File: src/rtl/regfile_if.sv
// rtl/regfile_if.sv - ID-stage register read interface: {en, addr} requests and data returns
interface i_fetch_rreg #(
  parameter int DATA_W = 32
);
  logic [5:0]        r1_info;
  logic [5:0]        r2_info;
  logic [DATA_W-1:0] r1_data;
  logic [DATA_W-1:0] r2_data;

  modport master (output r1_info, r2_info, input r1_data, r2_data);
  modport slave  (input r1_info, r2_info, output r1_data, r2_data);
endinterface

File: src/rtl/regfile.sv
// rtl/regfile.sv - GPR file with two combinational read ports, one write-back port and HI/LO
// Define REGFILE_BYPASS_EN to forward same-cycle write-back data to the read ports and HI/LO.
module regfile #(
  parameter int NUM_REGS = 32,
  parameter int DATA_W   = 32
) (
  input  logic              clk,
  input  logic              rst,
  i_fetch_rreg.slave        fetch,
  input  logic [DATA_W+5:0] wb_wreg_i,
  input  logic              wb_hilo_we_i,
  input  logic [DATA_W-1:0] wb_hi_i,
  input  logic [DATA_W-1:0] wb_lo_i,
  output logic [DATA_W-1:0] hi_o,
  output logic [DATA_W-1:0] lo_o
);
  localparam logic REG_ENABLE = 1'b1;

  logic [DATA_W-1:0] gpr [NUM_REGS];
  logic [DATA_W-1:0] hi;
  logic [DATA_W-1:0] lo;

  logic              w_en;
  logic [4:0]        w_addr;
  logic [DATA_W-1:0] w_data;

  assign w_en   = wb_wreg_i[DATA_W+5];
  assign w_addr = wb_wreg_i[DATA_W+4:DATA_W];
  assign w_data = wb_wreg_i[DATA_W-1:0];

  always_ff @(posedge clk or posedge rst) begin
    if (rst) begin
      for (int i = 0; i < NUM_REGS; i++) gpr[i] <= '0;
      hi <= '0;
      lo <= '0;
    end else begin
      if (w_en == REG_ENABLE && w_addr != 5'd0) gpr[w_addr] <= w_data;
      if (wb_hilo_we_i) begin
        hi <= wb_hi_i;
        lo <= wb_lo_i;
      end
    end
  end

  // An undriven (X) enable fails the equality test and falls through to zero.
  function automatic logic [DATA_W-1:0] read_port(input logic [5:0] info);
    logic [DATA_W-1:0] val;
    val = '0;
    if (!rst && info[5] == REG_ENABLE && info[4:0] != 5'd0) begin
      val = gpr[info[4:0]];
`ifdef REGFILE_BYPASS_EN
      if (w_en == REG_ENABLE && w_addr == info[4:0]) val = w_data;
`endif
    end
    return val;
  endfunction

  always_comb begin
    fetch.r1_data = read_port(fetch.r1_info);
    fetch.r2_data = read_port(fetch.r2_info);
  end

  always_comb begin
    hi_o = '0;
    lo_o = '0;
    if (!rst) begin
      hi_o = hi;
      lo_o = lo;
`ifdef REGFILE_BYPASS_EN
      if (wb_hilo_we_i) begin
        hi_o = wb_hi_i;
        lo_o = wb_lo_i;
      end
`endif
    end
  end
endmodule
File: src/flat_wrapper.sv
// flat-port wrapper written by rule: the top's interface ports become plain ports
module regfile_flat 
#(
  parameter int NUM_REGS = 32,
  parameter int DATA_W   = 32
)
  (clk, rst, wb_wreg_i, wb_hilo_we_i, wb_hi_i, wb_lo_i, hi_o, lo_o, fetch_r1_info, fetch_r2_info, fetch_r1_data, fetch_r2_data);
  i_fetch_rreg #(.DATA_W(DATA_W)) fetch_i ();
  input  logic clk;
  input  logic rst;
  input  logic [DATA_W+5:0] wb_wreg_i;
  input  logic wb_hilo_we_i;
  input  logic [DATA_W-1:0] wb_hi_i;
  input  logic [DATA_W-1:0] wb_lo_i;
  output logic [DATA_W-1:0] hi_o;
  output logic [DATA_W-1:0] lo_o;
  input wire logic [$bits(fetch_i.r1_info)-1:0] fetch_r1_info;
  input wire logic [$bits(fetch_i.r2_info)-1:0] fetch_r2_info;
  output wire logic [$bits(fetch_i.r1_data)-1:0] fetch_r1_data;
  output wire logic [$bits(fetch_i.r2_data)-1:0] fetch_r2_data;
  assign fetch_i.r1_info = fetch_r1_info;
  assign fetch_i.r2_info = fetch_r2_info;
  assign fetch_r1_data = fetch_i.r1_data;
  assign fetch_r2_data = fetch_i.r2_data;
  regfile #(.NUM_REGS(NUM_REGS), .DATA_W(DATA_W)) u_core (.clk(clk), .rst(rst), .fetch(fetch_i), .wb_wreg_i(wb_wreg_i), .wb_hilo_we_i(wb_hilo_we_i), .wb_hi_i(wb_hi_i), .wb_lo_i(wb_lo_i), .hi_o(hi_o), .lo_o(lo_o));
endmodule
File: config.mk
export PLATFORM = sky130hd
export DESIGN_NAME = regfile_flat
export DESIGN_NICKNAME = d
export VERILOG_FILES = /design/src/rtl/regfile_if.sv /design/src/rtl/regfile.sv /design/src/flat_wrapper.sv
export SDC_FILE = /design/constraint.sdc
export NUM_CORES = 2
export LEC_CHECK = 0
export BUFFER_PORTS_ARGS = -buffer_cell sky130_fd_sc_hd__buf_2
export CORE_UTILIZATION = 55
export CTS_BUF_LIST = sky130_fd_sc_hd__clkbuf_8
export DETAILED_ROUTE_END_ITERATION = 7
export HOLD_SLACK_MARGIN = 0.02
export PLACE_DENSITY = 0.72
export SYNTH_ARGS = -nofsm -noshare
export SYNTH_HDL_FRONTEND = slang
export SYNTH_SLANG_ARGS = --single-unit
File: constraint.sdc
create_clock -name clk -period 61.6 [get_ports clk]
set_input_delay 0 -clock clk [delete_from_list [all_inputs] [get_ports clk]]
set_output_delay 0 -clock clk [all_outputs]
set_load 0.005 [all_outputs]
==> results.json <==
{
  "status": "finished clean",
  "yosysWarnings": 0,
  "hold_path_startpoint": "wb_wreg_i[36]",
  "cp.arrival_ns": 4.10,
  "synth_seq_cells": 1088,
  "crit_type": "in2out",
  "hold_path_depth": 4,
  "drt-total-wl_mm": 198,
  "hpwl_mm": 102,
  "cts_tree": "built",
  "r2r-start": "u_core.hi[15]$_DFFE_PP0P_",
  "tns_ns": 0,
  "finalSetupViolCount": 0,
  "antenna_left": 0,
  "fin_util_pct": 63.0,
  "whs_ns": 0.168,
  "critPathMaxFanout": 60,
  "switching_share_pct": 29.4,
  "worst_setup_path_start_kind": "input port",
  "final-hold-violation-count": 0,
  "required_ns": 61.60,
  "rows": 118,
  "cts.sinks": 1088,
  "rsz0062_at_grt": "false",
  "postCtsSetupBuffers": 0,
  "nNetsFinal": 4632,
  "io_buffers": 244,
  "ys_seq_area_share_pct": 47.0,
  "cts_max_path_buffers": 3,
  "grt.total_usage_pct": 37.2,
  "area_growth_pct": 13.0,
  "via_per_inst": 6.95,
  "grt_pass1_vias": 42751,
  "ios": 245,
  "avgRoutedWirePerCell_microns": 32.8,
  "netlist_area_sq_um": 58000,
  "fin_crit_ns": 4.10,
  "relSlewSlack_pct": 10.2,
  "postPlaceCellArea_sq_um": 59600,
  "design_area_sq_um": 65500,
  "endpoint_kind": "output pin",
  "power.switching_mw": 0.588,
  "clk_latency_ns": 0.88,
  "slew_violations": 0,
  "hold_end": "u_core.gpr[221]$_DFFE_PP0P_",
  "holdCritPathClass": "in2reg",
  "fmax_mhz": 244,
  "die_x_microns": 327,
  "worst_slew_pin_slew_ns": 1.35,
  "core_area_sq_um": 104000,
  "r2r_cells": 2,
  "skew_ns": 0,
  "p_int_mw": 1.41,
  "cellLeakagePower_nw": 29.7,
  "pwr-share-clk_pct": 31.9,
  "cts_root_buffer": "clkbuf_8",
  "synthDistinctLibCells": 44,
  "total_power_mw": 2.00,
  "p_comb_share_pct": 20.6,
  "reg2reg_slack_ns": 60.14,
  "syn_inst": 4241,
  "seq_power_share_pct": 47.5,
  "grt_pass1_wl_mm": 290,
  "syn_avg_cell_area_sq_um": 13.7,
  "globalRouteOverflowTotal": 0,
  "start_util_pct": 55.8,
  "drtIter0Drc": 5513,
  "clk_pin_slew_ns": 0.06,
  "htree_levels": 4,
  "fp.dieH_microns": 327,
  "dieArea_sq_um": 107000,
  "synth_nets": 4358,
  "via_count": 42013,
  "period_share_pct": 6.66,
  "power_density_nw_per_um2": 30.6,
  "reg2reg_to": "u_core.hi[15]$_DFFE_PP0P_",
  "cts_buffers": 180,
  "grt_max_degree": 174,
  "antenna_found_initial": 24,
  "peakVddDrop_mv": 0.0262,
  "gp_congestion": 0.826,
  "firstDrtPassIters": 6,
  "maxCapViolCount": 0,
  "ctsResizeCount": 0,
  "layout-drive-gt1-share_pct": 42.9,
  "drc_errors": 0
}
[logic make-up (layout without fill, tap and decap cells)]
kind of cell	count (synthesis)	count (layout)	synth area share, %
compound gates	419	419	5.34
buf+inv	467	876	3.96
flops	1088	1088	47.0
mux	1917	1917	40.7
other cells	0	13	0
simple gates	350	350	2.97
[power by group through the flow]
stage          sequential, mW  clock (mW)  combinational (mW)
2_1_floorplan           0.926           0               0.310
3_3_place_gp            0.949           0               0.379
3_5_place_dp            0.956           0               0.389
4_1_cts                 0.944       0.642               0.405
5_1_grt                 0.965       0.677               0.439
6_report                0.951       0.639               0.412
[worst max-delay path, stage by stage]
cell	delay, ns
buf_8	0.48
buf_4	0.81
buf_4	0.86
mux4_2	0.61
mux2_2	0.29
a221oi_1	0.50
a211oi_1	0.14
buf_2	0.17
[layer usage]
| layer | GRT usage, % | wire length (microns) | up-vias |
|---|---|---|---|
| met5 | 0 | 94 | - |
| met4 | 19.5 | 10700 | 16 |
| met3 | 10.9 | 23000 | 743 |
| met2 | 54.1 | 87000 | 2754 |
| met1 | 50.5 | 77300 | 21886 |
| li1 | - | - | 16614 |
[cells in the mapped netlist]
| master | instances | area [sq um] |
|---|---|---|
| mux2_2 | 1121 | 12600 |
| dfrtp_1 | 1088 | 27200 |
| mux2i_1 | 545 | 5460 |
| mux4_2 | 241 | 5430 |
| clkbuf_1 | 237 | 890 |
| nand2_1 | 163 | 612 |
| a22oi_1 | 144 | 1080 |
| buf_2 | 95 | 475 |
| nor2b_1 | 72 | 450 |
| a211oi_1 | 58 | 435 |
| buf_1 | 55 | 206 |
| buf_4 | 50 | 375 |
| a21oi_1 | 37 | 185 |
| nand3_1 | 34 | 170 |
| nand4_1 | 33 | 206 |
| a221oi_1 | 32 | 280 |
| a32oi_1 | 32 | 280 |
| o221ai_1 | 32 | 280 |
| o22ai_1 | 32 | 200 |
| a31oi_1 | 30 | 188 |
| buf_6 | 22 | 248 |
| o211ai_1 | 20 | 150 |
| nor2_1 | 17 | 63.8 |
| mux2_1 | 10 | 113 |
| buf_8 | 5 | 75.1 |
| nand3b_1 | 5 | 37.5 |
| nor2_2 | 5 | 31.3 |
| and2_1 | 4 | 25.0 |
| nor3b_1 | 4 | 30.0 |
| nand2b_1 | 2 | 12.5 |
| or3_1 | 2 | 12.5 |
| or3b_1 | 2 | 17.5 |
| a211o_1 | 1 | 8.76 |
| and3_1 | 1 | 6.26 |
| and3b_1 | 1 | 8.76 |
| buf_12 | 1 | 20.0 |
| inv_1 | 1 | 3.75 |
| inv_2 | 1 | 3.75 |
| nor3_1 | 1 | 5.00 |
| nor3_2 | 1 | 10.0 |
| nor4_1 | 1 | 6.26 |
| o2111ai_1 | 1 | 8.76 |
| or2_2 | 1 | 6.26 |
| or3b_2 | 1 | 8.76 |
[worst max path at each step]
| stage | from | end |
|---|---|---|
| finish | fetch_r1_info[0] | fetch_r1_data[18] |
| CTS | fetch_r1_info[0] | fetch_r1_data[18] |
| detailed placement | fetch_r1_info[0] | fetch_r1_data[18] |
| floorplan | rst | u_core.gpr[0]$_DFFE_PP0P_ |
| global route | fetch_r1_info[0] | fetch_r1_data[18] |
| global placement | fetch_r1_info[0] | fetch_r1_data[18] |
[flip-flops by register name, indices dropped and copies added, names as in the netlist]
signal      cells
u_core.lo      32
u_core.gpr   1024
u_core.hi      32
[cell type report]
type / count / area (sq um)
Clock buffer: 223 / 3070
Tap cell: 1380 / 1730
Timing Repair Buffer: 557 / 4250
Multi-Input combinational cell: 2686 / 28700
Clock inverter: 94 / 473
Antenna cell: 13 / 32.5
Inverter: 2 / 17.5
Sequential cell: 1088 / 27200
Fill cell: 7818 / 38400
[cell usage in the layout, fill, tap and decap left out, types with 30 or more instances in the layout]
cell type	count
mux2_2	1121
dfrtp_1	1088
mux2i_1	545
mux4_2	241
buf_2	235
dlygate4sd3_1	229
clkbuf_8	223
nand2_1	148
a22oi_1	144
buf_4	83
nor2b_1	65
inv_1	65
a211oi_1	58
a21oi_1	37
nand3_1	34
nand4_1	33
o22ai_1	32
o221ai_1	32
a221oi_1	32
a32oi_1	32
a31oi_1	30
[metrics by stage]
step           worst slack (ns)  std cells
6_report                  57.50       6043
2_1_floorplan             30.95       4241
5_1_grt                   57.35       6038
3_3_place_gp              57.57       5484
3_5_place_dp              57.56       5484
4_1_cts                   57.57       6030
[what timing repair did]
action | in CTS | in global routing
hold buffers | 229 | 0
setup endpoints to repair | 0 | 0
endpoints found under the hold margin | 1141 | 0
Note: power is estimated with default switching activity, not from simulation.
